--- config.mk ---
export PLATFORM = sky130hd
export DESIGN_NAME = serial_tx
export DESIGN_NICKNAME = d
export VERILOG_FILES = /design/src/rtl/serial_tx_pkg.sv /design/src/rtl/baud_gen.sv /design/src/rtl/serial_tx.sv
export SDC_FILE = /design/constraint.sdc
export NUM_CORES = 1
export LEC_CHECK = 0
export BUFFER_PORTS_ARGS = -buffer_cell sky130_fd_sc_hd__clkbuf_2
export CAP_MARGIN = 15
export CORE_MARGIN = 1
export CORE_UTILIZATION = 59
export CTS_CLUSTER_DIAMETER = 80
export CTS_CLUSTER_SIZE = 12
export DETAILED_ROUTE_END_ITERATION = 12
export PLACE_DENSITY = 0.84
export SYNTH_ARGS = -nofsm -noshare
export SYNTH_HDL_FRONTEND = slang
export SYNTH_SLANG_ARGS = --single-unit
--- constraint.sdc ---
create_clock -name clk -period 4.1 [get_ports clk]
set_input_delay 0.615 -clock clk [delete_from_list [all_inputs] [get_ports clk]]
set_output_delay 0.615 -clock clk [all_outputs]
set_load 0.01 [all_outputs]
--- src/rtl/serial_tx_pkg.sv ---
// Shared definitions for the serial link: FSM state encoding, line levels
// and a width helper. Intended for reuse by the matching receiver.
package serial_tx_pkg;

  typedef enum logic [1:0] {
    IDLE  = 2'd0,
    START = 2'd1,
    DATA  = 2'd2,
    STOP  = 2'd3
  } state_t;

  localparam logic IDLE_LEVEL  = 1'b1;
  localparam logic START_LEVEL = 1'b0;
  localparam logic STOP_LEVEL  = 1'b1;

  // Counter width for a 0..n-1 range; never narrower than one bit.
  function automatic int unsigned cnt_width(input int unsigned n);
    return (n > 1) ? $clog2(n) : 1;
  endfunction

endpackage

--- src/rtl/baud_gen.sv ---
// Bit-period timer for the serial transmitter.
// Ports:
//   clk   - clock, rising edge
//   rst   - asynchronous active-high reset
//   clear - restart the bit period (counter back to 0 on this edge)
//   tick  - high on the last cycle of each bit period
module baud_gen
  import serial_tx_pkg::*;
#(
  parameter int unsigned CLKS_PER_BIT = 4
) (
  input  logic clk,
  input  logic rst,
  input  logic clear,
  output logic tick
);

  localparam int unsigned CNT_W = cnt_width(CLKS_PER_BIT);
  localparam logic [CNT_W-1:0] LAST = CNT_W'(CLKS_PER_BIT - 1);

  logic [CNT_W-1:0] cnt;
  logic [CNT_W-1:0] cnt_n;

  // Next count: wrap at the end of a bit period or on an explicit restart.
  always_comb begin
    cnt_n = cnt + CNT_W'(1);
    if (clear || (cnt == LAST)) begin
      cnt_n = '0;
    end
  end

  // tick is registered and tracks (cnt == LAST) of the updated count.
  always_ff @(posedge clk or posedge rst) begin
    if (rst) begin
      cnt  <= '0;
      tick <= 1'b0;
    end else begin
      cnt  <= cnt_n;
      tick <= (cnt_n == LAST);
    end
  end

endmodule

--- src/rtl/serial_tx.sv ---
// Parallel-in, serial-out frame transmitter: start bit, WIDTH data bits
// LSB first, stop bit; each bit lasts CLKS_PER_BIT cycles.
// Ports:
//   clk     - clock, rising edge
//   rst     - asynchronous active-high reset
//   load    - transmit request, accepted only while not busy
//   data_in - word captured on the accept edge
//   tx      - serial line, idles high
//   busy    - frame in progress
//   done    - one-cycle pulse when the frame completes
module serial_tx
  import serial_tx_pkg::*;
#(
  parameter int unsigned WIDTH        = 8,
  parameter int unsigned CLKS_PER_BIT = 4
) (
  input  logic             clk,
  input  logic             rst,
  input  logic             load,
  input  logic [WIDTH-1:0] data_in,
  output logic             tx,
  output logic             busy,
  output logic             done
);

  localparam int unsigned IDX_W = cnt_width(WIDTH);
  localparam logic [IDX_W-1:0] LAST_IDX = IDX_W'(WIDTH - 1);

  state_t           state, state_n;
  logic [WIDTH-1:0] shreg, shreg_n, shifted;
  logic [IDX_W-1:0] idx, idx_n;
  logic             tx_n, busy_n, done_n;
  logic             accept_c;
  logic             tick;

  // Accept only from IDLE, which is exactly when busy is low.
  assign accept_c = load && (state == IDLE);
  assign shifted  = shreg >> 1;

  baud_gen #(
    .CLKS_PER_BIT(CLKS_PER_BIT)
  ) u_baud (
    .clk  (clk),
    .rst  (rst),
    .clear(accept_c),
    .tick (tick)
  );

  // State and output registers.
  always_ff @(posedge clk or posedge rst) begin
    if (rst) begin
      state <= IDLE;
      shreg <= '0;
      idx   <= '0;
      tx    <= IDLE_LEVEL;
      busy  <= 1'b0;
      done  <= 1'b0;
    end else begin
      state <= state_n;
      shreg <= shreg_n;
      idx   <= idx_n;
      tx    <= tx_n;
      busy  <= busy_n;
      done  <= done_n;
    end
  end

  // Next-state and next-output logic; transitions happen on baud ticks.
  always_comb begin
    state_n = state;
    shreg_n = shreg;
    idx_n   = idx;
    tx_n    = tx;
    busy_n  = busy;
    done_n  = 1'b0;
    unique case (state)
      IDLE: begin
        if (accept_c) begin
          state_n = START;
          shreg_n = data_in;
          idx_n   = '0;
          tx_n    = START_LEVEL;
          busy_n  = 1'b1;
        end
      end
      START: begin
        if (tick) begin
          state_n = DATA;
          idx_n   = '0;
          tx_n    = shreg[0];
        end
      end
      DATA: begin
        if (tick) begin
          if (idx == LAST_IDX) begin
            state_n = STOP;
            tx_n    = STOP_LEVEL;
          end else begin
            // Present the next LSB as the register shifts right.
            shreg_n = shifted;
            tx_n    = shifted[0];
            idx_n   = idx + IDX_W'(1);
          end
        end
      end
      STOP: begin
        if (tick) begin
          state_n = IDLE;
          tx_n    = IDLE_LEVEL;
          busy_n  = 1'b0;
          done_n  = 1'b1;
        end
      end
    endcase
  end

endmodule

* Word level (Yosys, flattened, before mapping)
Cells that the tools add are included.
** Storage, ports and cells
- Register bits :: 19
- Word-level logic and storage cells :: 60
** Cells by class
- Add/sub/neg operators :: 2
- Equal/unequal tests :: 12
- Multiplexer cells :: 27
- Reduce and logical (&&, ||, !) cells :: 11
** Operators with widths (number)
- 8-bit two-way mux :: 3
- 8-bit one-hot mux with 2 select lines :: 1
- 2-bit two-way mux :: 6
- 3-bit two-way mux :: 4
- 5-bit AND reduction :: 2
- 1-bit two-way mux :: 9
- 3-bit one-hot mux with 3 select lines :: 1
- 2-bit equality test (second input constant) :: 4
- 2-bit by 1-bit != test with 1-bit output (second input constant) :: 4
- 2-bit one-hot mux with 4 select lines :: 1
- 4-bit AND reduction :: 2
- 2-bit != test (second input constant) :: 2
- 1-bit one-hot mux with 4 select lines :: 1
- 2-bit nonzero test :: 2
- 3-bit by 1-bit adder with 3-bit output (second input constant) :: 1
- 3-bit equality test (second input constant) :: 1
- 3-bit AND reduction :: 1
- 3-bit nonzero test :: 1
- 2-bit by 1-bit adder with 2-bit output (second input constant) :: 1
- 2-bit by 1-bit equality test with 1-bit output (second input constant) :: 1
- 2-bit logical NOT :: 1
- 1-bit one-hot mux with 2 select lines :: 1
- 1-bit logical AND :: 1
- 1-bit logical OR :: 1

* Longest topological paths before layout
Gate-level depths: netlist (run 1).
- Depth after elaboration :: 5
- Gate-level depth with buffers :: 7
- Mapped depth without buffers :: 5

* By module
From an unflattened synthesis (run 1), not the netlist that was laid out.
** Unflattened totals
- Cell total of the unflattened synthesis :: 84
- Area total of the unflattened synthesis :: 1031.0 µm²
** By module, submodules not included
- serial_tx :: instances 1, cells each 76, area each 912.1 µm²
- baud_gen :: instances 1, cells each 8, area each 118.9 µm²

* Least setup slack after synthesis (run 1)
No wires, ideal clock.
- Kind :: register to register
- Start :: register idx[0]
- End :: register idx[0]
- Setup time :: 0.127 ns
- Arrival :: 1.758 ns
- Required time :: 3.973 ns
- Slack :: 2.214 ns
- Cell stages (with the launch flop) :: 6
- Path buffers :: 0
- Path through :: dfrtp_1 ha_1 ha_1 nand2b_1 a2111oi_4 mux2_1
** On the way
- Cells in the longest elaborated chain, start to end :: 4
- Elaborated cells on any way between the ends :: 7
- Those cells by class :: add/sub: 1; eq/ne: 2; mux: 3; reduce/logical: 1
** RTL lines
- start, declared :: RTL line serial_tx.sv:31 : logic [IDX_W-1:0] idx, idx_n;
- start signal, assigned :: RTL line serial_tx.sv:61 : idx <= idx_n;
- 3-bit by 1-bit adder with 3-bit output :: RTL line serial_tx.sv:102 : idx_n = idx + IDX_W'(1);
- 3-bit two-way mux :: RTL line serial_tx.sv:95 : if (idx == LAST_IDX) begin
- 3-bit two-way mux :: RTL line serial_tx.sv:94 : if (tick) begin
- 3-bit one-hot mux with 3 select lines :: RTL line serial_tx.sv:76 : unique case (state)
Parallel ways exist; a longest one is shown, timed or not. The select of a mux whose other input is x is not followed.
A chain may end at the register's enable or synchronous reset.

* Final worst setup path (run 1)
- Start :: register state[0]
- End :: register shreg[1]
** On the way
- Cells in the longest elaborated chain, start to end :: 4
- Elaborated cells on any way between the ends :: 9
- Those cells by class :: eq/ne: 4; mux: 1; reduce/logical: 4
** RTL lines
- start, declared :: RTL line serial_tx.sv:29 : state_t state, state_n;
- start signal, assigned :: RTL line serial_tx.sv:59 : state <= state_n;
- 2-bit logical NOT :: RTL line serial_tx.sv:37, serial_tx.sv:76
- 1-bit logical AND :: RTL line serial_tx.sv:37 : assign accept_c = load && (state == IDLE);
- 2-bit by 1-bit != test with 1-bit output (no source line)
- 4-bit AND reduction (no source line)
- end signal, assigned :: RTL line serial_tx.sv:60 : shreg <= shreg_n;
- end, declared :: RTL line serial_tx.sv:30 : logic [WIDTH-1:0] shreg, shreg_n, shifted;
Parallel ways exist; a longest one is shown, timed or not.

==> flow_metrics.tcl, run 1 <==
set metrics [dict create \
    critPathKind "flop to flop" \
    seqPwrFrac_pct 36.4 \
    syn_area_um2 1026 \
    cts_hold_buf 0 \
    antenna_found_initial 0 \
    place_area_um2 1094 \
    min_period_over_period_pct 57.26 \
    drv_slew 0 \
    fmax_ghz 0.4260 \
    grt_pass1_wl_um 2898 \
    die_w_um 43.70 \
    switching_share_pct 37.17 \
    p_clk_share_pct 10.2 \
    io-pin-count 14 \
    core_um2 1559 \
    synth_edf_count 0 \
    crit_required_ns 4.29 \
    relSlewSlack_pct 50.12 \
    numCtsBuffers 3 \
    tns_ns 0 \
    cts.sinks 19 \
    gr-usage-met2_pct 36.72 \
    die_h_um 43.70 \
    outcome "complete, no violations" \
    drtAntennaViolNets 0 \
    maxCapViolCount 0 \
    avgSynthCellArea_um2 12.36 \
    initial_core_util_pct 65.81 \
    synth_flop_cell "dfrtp_1" \
    cts_tree "done" \
    holdWs_ns 0.4001 \
    r2r-start "state[0]" \
    ys_types 24 \
    met3_usage_pct 4.583 \
    finalWorstSetupSlack_ns 1.753 \
    seq_area_frac_synth_pct 46.46 \
    antenna_cells 0 \
    holdCritPathClass "input port to async pin" \
    worst_pin_slew_ns 0.7482 \
    grt_util_all_layers_pct 20.85 \
    finClkSkew_ns 0.005273 \
    via_per_inst 5.805 \
    clk_path_buf_depth 2 \
    area_growth_pct 9.146 \
    top_usage_layer "met2" \
    final_nets 116 \
    path_clk_slew_ns 0.10 \
    critPathMaxFanout 17 \
    cts_resized 0 \
    ys_ff_latch 19 \
    dp_hpwl_um 1314 \
    clockRootBuffer "clkbuf_4" \
    synth_fp_nets 101 \
    gp_congestion 0.7076 \
    clk_latency_ns 0.29 \
    total_leakage_power_nw 0.5258 \
    num_vias 656 \
    syn-instance-count 83 \
    ir_drop_uv 525.0 \
    critPathLaunchType "flop" \
    drt_iter0_drc 15 \
    multi_input_area_um2 501.7 \
    io_buffers 13 \
    async_flop_share_pct 100.0 \
    p_sw_uw 335.1 \
    worst_ep_arrival_time_ns 2.54 \
    final_cell_area_um2 1120 \
    grt_pass1_vias 696 \
    fp.dieArea_um2 1910 \
    reg2reg_depth 5 \
    rows 14 \
    pre_cts_ws_ns 1.766 \
    rsz0062_at_grt "no" \
    postCtsSetupBuffers 0 \
    p_int_uw 566.4 \
    fill_cells 105 \
    end_kind "flop" \
    worstSetupStartpoint "state[0]" \
    drive_gt1_share_pct 36.08 \
    final-hold-violation-count 0 \
    ff_latch_area_um2 476.7 \
    htreeDepth 1 \
    final-setup-viol-count 0 \
    grt_max_degree 20 \
    drc 0 \
    grt_overflow 0 \
    synth-warning-count 0 \
    share_comb_of_total_power_pct 53.4 \
    timing.final.crit_period_ns 2.347 \
    globalRouteMet1Util_pct 24.59 \
    routedWlPerCell_um 15.26 \
    wirelength_um 1724 \
    power.density_nw_per_um2 805.0 \
    firstDrtPassIters 3 \
]
==> path summary, 6_finish.rpt <==
check | end | slack, ns
max | shreg[1] | 1.75
min | idx[0] | 0.40
max reg2reg | shreg[1] | 1.75
min reg2reg | u_baud.cnt[0] | 0.46
max in group asynchronous | u_baud.tick | 3.25
min in group clk | u_baud.cnt[0] | 0.46
==> cell type report <==
class	count	area share [%]
timing repair buffer	13	5.810
tap	16	1.788
inverter	8	2.682
sequential	19	42.57
multi-input combinational	53	44.80
clock buffer	4	2.346
==> through the flow <==
step	utilization [%]	std cells	power, mW
2_1_floorplan	-	83	0.7252
3_3_place_gp	70.14	109	0.7837
3_5_place_dp	70.14	109	0.8174
4_1_cts	71.83	113	0.9114
5_1_grt	71.83	113	0.9651
6_report	71.83	113	0.9015
==> critical path, cell delays in order, from the launching register on <==
cell and delay [ns]:
dfrtp_1 0.43, inv_1 0.10, ha_1 0.65, nor2_1 0.19, a211oi_4 0.47, mux2_2 0.39
==> flip-flops by register name, summed over array words and instances (netlist names) <==
signal,cells
state,2
u_baud.tick,1
busy,1
tx,1
shreg,8
done,1
u_baud.cnt,2
idx,3
==> Yosys cell counts, drive strengths merged (2+ instances only) <==
cell / number / area [µm²]
a21oi: 3 / 15.01
and2: 2 / 12.51
buf: 3 / 17.52
dfrtp: 18 / 450.4
ha: 7 / 87.58
inv: 8 / 30.03
mux2: 17 / 191.4
mux2i: 3 / 30.03
nand2: 2 / 7.510
nand2b: 2 / 12.51
nor2: 2 / 7.510
nor2b: 3 / 18.77
nor3: 2 / 10.01
o21ai: 3 / 15.01
==> placed cells by master (no fill, tap or decap), drive strengths merged <==
master    n
o2bb2ai   1
and2      2
o221a     1
mux2i     3
nand2b    2
dfstp     1
inv       8
nand4     1
a2111oi   1
and2b     1
a211oi    1
nor2      2
clkbuf   17
nand2     2
ha        7
o32a      1
o21ai     3
nor2b     3
mux2     17
a21oi     3
nor3      2
dfrtp    18
==> power by group through the flow <==
stage,Sequential [mW],Combinational (mW),Clock [mW]
4_1_cts,0.328,0.487,0.0962
3_5_place_dp,0.332,0.485,0
3_3_place_gp,0.326,0.458,0
5_1_grt,0.337,0.527,0.101
2_1_floorplan,0.323,0.402,0
6_report,0.328,0.481,0.0924
==> kinds of logic (layout without fill, tap and decap cells) <==
kind of cell	count (synthesis)	after routing	share of synthesized area (%)
simple gates	15	15	8.294
buf+inv	11	25	4.635
mux	20	20	21.59
compound gates	11	11	10.49
fa+ha+maj	7	7	8.536
flops	19	19	46.46
==> routing by layer <==
metal | vias to the layer above | wire, µm
met5 | - | 0
met4 | 0 | 37
met3 | 6 | 55
met2 | 11 | 879
met1 | 325 | 752
li1 | 314 | -
Power figures use the tool's default switching activity.
==> run 2, diff against run 1 <==
- CORE_UTILIZATION: 59 -> 50
- PLACE_DENSITY: 0.84 -> 0.76
- clock period: 4.1 -> 2.12 ns (I/O delays scaled with it)
==> run 2 against run 1 <==
Effect of this change: clock-buffer cell count fell by 1; via count rose by 4.7%; setup slack got worse by 1.6 ns; sequential share of layout area is 1.4 points lower; worst hold slack got worse by 0.32 ns; design area rose by 3.4%; non-clock buffer count up 3; power increased by 100%; first-iteration DRC count shrank 53%; fmax up 17%; clock power increased by 110%; sequential power is 96% higher; critical path type unchanged; critical endpoint is now shreg[2]; largest cell class unchanged.
==> flow_metrics.tcl, run 2 (synthesized netlist as in run 1, its figures left out) <==
set metrics [dict create \
    p_sw_uw 678.7 \
    die_h_um 47.30 \
    critPathLaunchType "flop" \
    clockRootBuffer "clkbuf_4" \
    fmax_ghz 0.4979 \
    largest_reg_flops 8 \
    antenna_found_initial 0 \
    antenna_cells 0 \
    drc 0 \
    io-pin-count 14 \
    final-hold-violation-count 0 \
    gp_congestion 0.7436 \
    rows 16 \
    total_leakage_power_nw 0.5439 \
    firstDrtPassIters 6 \
    initial_core_util_pct 52.84 \
    largest_registers "shreg: 8 flops, idx: 3 flops" \
    top_register "shreg" \
    p_clk_share_pct 10.6 \
    area_growth_pct 12.80 \
    maxCapViolCount 0 \
    final-setup-viol-count 0 \
    fill_cells 170 \
    critPathMaxFanout 8 \
    power.density_nw_per_um2 1568 \
    num_vias 687 \
    die_w_um 47.30 \
    dp_hpwl_um 1357 \
    grt_pass1_wl_um 2849 \
    grt_util_all_layers_pct 18.77 \
    postCtsSetupBuffers 0 \
    clk_path_buf_depth 2 \
    drtAntennaViolNets 0 \
    rsz0062_at_grt "no" \
    core_um2 1942 \
    wirelength_um 1782 \
    total_power_mw 1.814 \
    final_common_cell "dfrtp_1" \
    grt_pass1_vias 645 \
    worst_pin_slew_ns 0.7241 \
    finClkSkew_ns 0.003491 \
    share_comb_of_total_power_pct 53.9 \
    path_clk_slew_ns 0.11 \
    critPathKind "flop to flop" \
    relSlewSlack_pct 51.67 \
    cts.sinks 19 \
    timing.final.crit_period_ns 2.009 \
    final_cell_mix "dfrtp_1, mux2_2, clkbuf_2, inv_1, ha_1" \
    holdCritPathClass "input port to async pin" \
    grt_max_degree 20 \
    switching_share_pct 37.41 \
    ir_drop_uv 872.9 \
    grt_overflow 0 \
    fp.dieArea_um2 2237 \
    drt_iter0_drc 7 \
    clk_latency_ns 0.31 \
    tns_ns 0 \
    io_buffers 13 \
    seqPwrFrac_pct 35.5 \
    outcome "complete, no violations" \
    htreeDepth 1 \
    p_int_mw 1.136 \
    min_period_over_period_pct 94.75 \
    cts_resized 0 \
    cts_hold_buf 0 \
    end_kind "flop" \
    cts_tree "done" \
    worst_ep_arrival_time_ns 2.22 \
    final_nets 119 \
    drive_gt1_share_pct 39.00 \
    numCtsBuffers 3 \
    routedWlPerCell_um 14.03 \
    drv_slew 0 \
    crit_required_ns 2.33 \
    via_per_inst 5.409 \
]
## run 2: worst max-delay path, stage by stage (launching register included)
cell and delay [ns]:
dfrtp_1 0.41, ha_1 0.20, ha_1 0.20, nand2b_1 0.23, a211oi_4 0.47, mux2_2 0.39
## run 2: cell type report
type | count | area, µm² | area share (%)
clock buffer | 3 | 22.52 | 1.946
sequential | 19 | 476.7 | 41.19
tap | 27 | 33.78 | 2.919
inverter | 8 | 30.03 | 2.595
clock inverter | 1 | 5.005 | 0.4324
timing repair buffer | 16 | 87.58 | 7.568
multi-input combinational | 53 | 501.7 | 43.35
## run 2: path summary, 6_finish.rpt
kind | slack (ns) | depth (start not counted) | end | startpoint
worst max-delay path | 0.11 | 5 | shreg[2] | idx[0]
worst min register to register | 0.49 | 1 | u_baud.tick | u_baud.cnt[0]
max in group asynchronous | 1.58 | 2 | u_baud.cnt[1] | rst
worst max register to register | 0.11 | 5 | shreg[2] | idx[0]
worst min-delay path | 0.08 | 2 | idx[1] | rst
min in group clk | 0.26 | 3 | shreg[7] | data_in[7]
## run 2: power groups by stage
| stage | clock network, mW | registers (mW) | logic [mW] |
|---|---|---|---|
| finish | 0.193 | 0.644 | 0.977 |
| global route | 0.205 | 0.658 | 1.08 |
| CTS | 0.195 | 0.641 | 0.989 |
| detailed placement | 0 | 0.650 | 0.987 |
| global placement | 0 | 0.634 | 0.944 |
| floorplan | 0 | 0.625 | 0.777 |
## run 2: metrics by stage
step	std cells	util (%)	cell area (µm²)	hold slack, ns	worst slack [ns]
global route	127	59.60	1157	0.1637	0.02056
detailed placement	123	58.18	1130	0.4459	0.1228
CTS	127	59.60	1157	0.1047	0.1070
floorplan	83	-	1026	0.2684	0.2343
finish	127	59.60	1157	0.08390	0.1114
global placement	123	58.18	1130	0.4490	0.1607
## run 2: metal layers
metal / GRT usage [%] / vias up / share of wire, % / routed length (µm)
li1: - / 321 / - / -
met1: 23.34 / 346 / 46 / 814
met2: 30.68 / 15 / 49 / 879
met3: 3.462 / 5 / 2.6 / 46
met4: 10.29 / 0 / 2.4 / 42
met5: 0 / - / 0 / 0
==> run 3, diff against run 2 <==
- BUFFER_PORTS_ARGS: -buffer_cell sky130_fd_sc_hd__clkbuf_2 -> unset
- CORE_UTILIZATION: 50 -> 54
- DONT_BUFFER_PORTS: unset -> 1
- PLACE_DENSITY: 0.76 -> 0.74
==> run 3 against run 2 <==
Effect of this change: clock-buffer cell count rose by 1; critical path type unchanged; largest power group unchanged; worst hold slack got worse by 0.070 ns; highest routed layer unchanged; die area fell by 7.1%; setup slack improved by 0.016 ns; sequential cell count did not move; design area fell by 5.9%; register-to-register slack improved by 0.02 ns; non-clock buffer count fell by 13; global-route usage fell by 0.65 points.
==> flow_metrics.tcl, run 3 (synthesized netlist as in run 1, its figures left out) <==
set metrics [dict create \
    end_kind "flop" \
    critPathMaxFanout 8 \
    firstDrtPassIters 4 \
    core_um2 1745 \
    die_h_um 45.59 \
    clockRootBuffer "clkbuf_4" \
    power.density_nw_per_um2 1605 \
    fill_cells 145 \
    largest_reg_flops 8 \
    clk_latency_ns 0.28 \
    worstSetupStartpoint "idx[0]" \
    worst_ep_arrival_time_ns 2.17 \
    largest_registers "shreg: 8 flops, idx: 3 flops" \
    num_vias 586 \
    grt_util_all_layers_pct 18.11 \
    drc 0 \
    initial_core_util_pct 58.78 \
    crit_required_ns 2.30 \
    cts_hold_buf 0 \
    io_buffers 0 \
    dp_hpwl_um 1164 \
    cts_tree "done" \
    place_area_um2 1062 \
    holdCritPathClass "input port to async pin" \
    drv_slew 0 \
    antenna_cells 0 \
    die_w_um 45.59 \
    grt_max_degree 20 \
    relSlewSlack_pct 54.06 \
    io-pin-count 14 \
    min_period_over_period_pct 93.99 \
    critPathKind "flop to flop" \
    final_common_cell "dfrtp_1" \
    rows 15 \
    final-setup-viol-count 0 \
    routedWlPerCell_um 13.47 \
    outcome "complete, no violations" \
    grt_pass1_vias 621 \
    wirelength_um 1509 \
    critPathLaunchType "flop" \
    drt-met1-wl_um 737 \
    maxCapViolCount 0 \
    cts.sinks 19 \
    drtAntennaViolNets 0 \
    drt_iter0_drc 3 \
    fp.dieArea_um2 2078 \
    top_register "shreg" \
    final_nets 106 \
    wl_met3_um 41 \
    timing.final.crit_period_ns 1.993 \
    rsz0062_at_grt "no" \
    total_leakage_power_nw 0.4867 \
    drive_gt1_share_pct 28.74 \
    fmax_ghz 0.5019 \
    grt_overflow 0 \
    ir_drop_uv 980.6 \
    clk_path_buf_depth 2 \
    path_clk_slew_ns 0.10 \
    final_cell_area_um2 1089 \
    area_growth_pct 6.097 \
    final_cell_mix "dfrtp_1, mux2_2, inv_1, ha_1" \
    grt_pass1_wl_um 2649 \
    antenna_found_initial 0 \
    finClkSkew_ns 0.0006445 \
    numCtsBuffers 3 \
    final-hold-violation-count 0 \
    tns_ns 0 \
    worst_pin_slew_ns 0.6883 \
    r2r-start "idx[0]" \
    htreeDepth 1 \
    highest_layer "met4" \
    gp_congestion 0.7266 \
    via_per_inst 5.232 \
    utilization_pct 62.37 \
    dr_wl_met2_um 719 \
]
-- run 3: cell count changes in the layout (fill, tap and decap cells not counted), sizes merged --
cell / change
clkbuf: -12
clkinv: -1
-- run 3: worst paths after layout --
kind / end / slack [ns] / depth (start not counted)
setup / recovery: shreg[0] / 0.13 / 5
max in group asynchronous: shreg[3] / 1.67 / 1
hold / removal: u_baud.cnt[1] / 0.01 / 1
min in group clk: shreg[7] / 0.22 / 2
hold reg to reg: u_baud.tick / 0.46 / 1
setup reg to reg: shreg[0] / 0.13 / 5
-- run 3: cell type report --
cell class	count	area, µm²	share of cell area [%]
Clock buffer	4	26.28	2.414
Multi-Input combinational cell	53	501.7	46.09
Inverter	8	30.03	2.759
Sequential cell	19	476.7	43.79
Tap cell	25	31.28	2.874
Timing Repair Buffer	3	22.52	2.069
-- run 3: where the power goes --
part | switching (mW) | internal [mW] | total [mW]
Combinational | 0.416 | 0.508 | 0.924
Clock | 0.101 | 0.0730 | 0.174
Sequential | 0.110 | 0.538 | 0.649
-- run 3: repair_timing --
| action | 4_1_cts | 5_1_grt |
|---|---|---|
| endpoints found under the setup margin | 0 | 4 |
| buffers inserted | 0 | 0 |
| gates resized for setup | 0 | 0 |
-- run 3: metal layers --
layer	track usage, %	vias to the layer above
met4	9.091	0
met5	0	-
met2	29.71	11
li1	-	294
met1	23.12	279
met3	2.778	2
-- run 3: stage by stage --
step,total power [mW],instances,setup slack (ns),hold slack [ns]
floorplan,1.403,83,0.2343,0.2684
CTS,1.767,112,0.07481,0.03795
global placement,1.556,108,0.1476,0.3476
global route,1.889,112,0.01734,0.07449
detailed placement,1.588,108,0.09032,0.3572
finish,1.747,112,0.1274,0.01420
-- run 3: critical path, cell delays in order, from the launching register on --
cell and delay (ns):
dfrtp_1 0.41, ha_1 0.20, ha_1 0.19, nand2b_1 0.23
a211oi_4 0.46, mux2_2 0.39
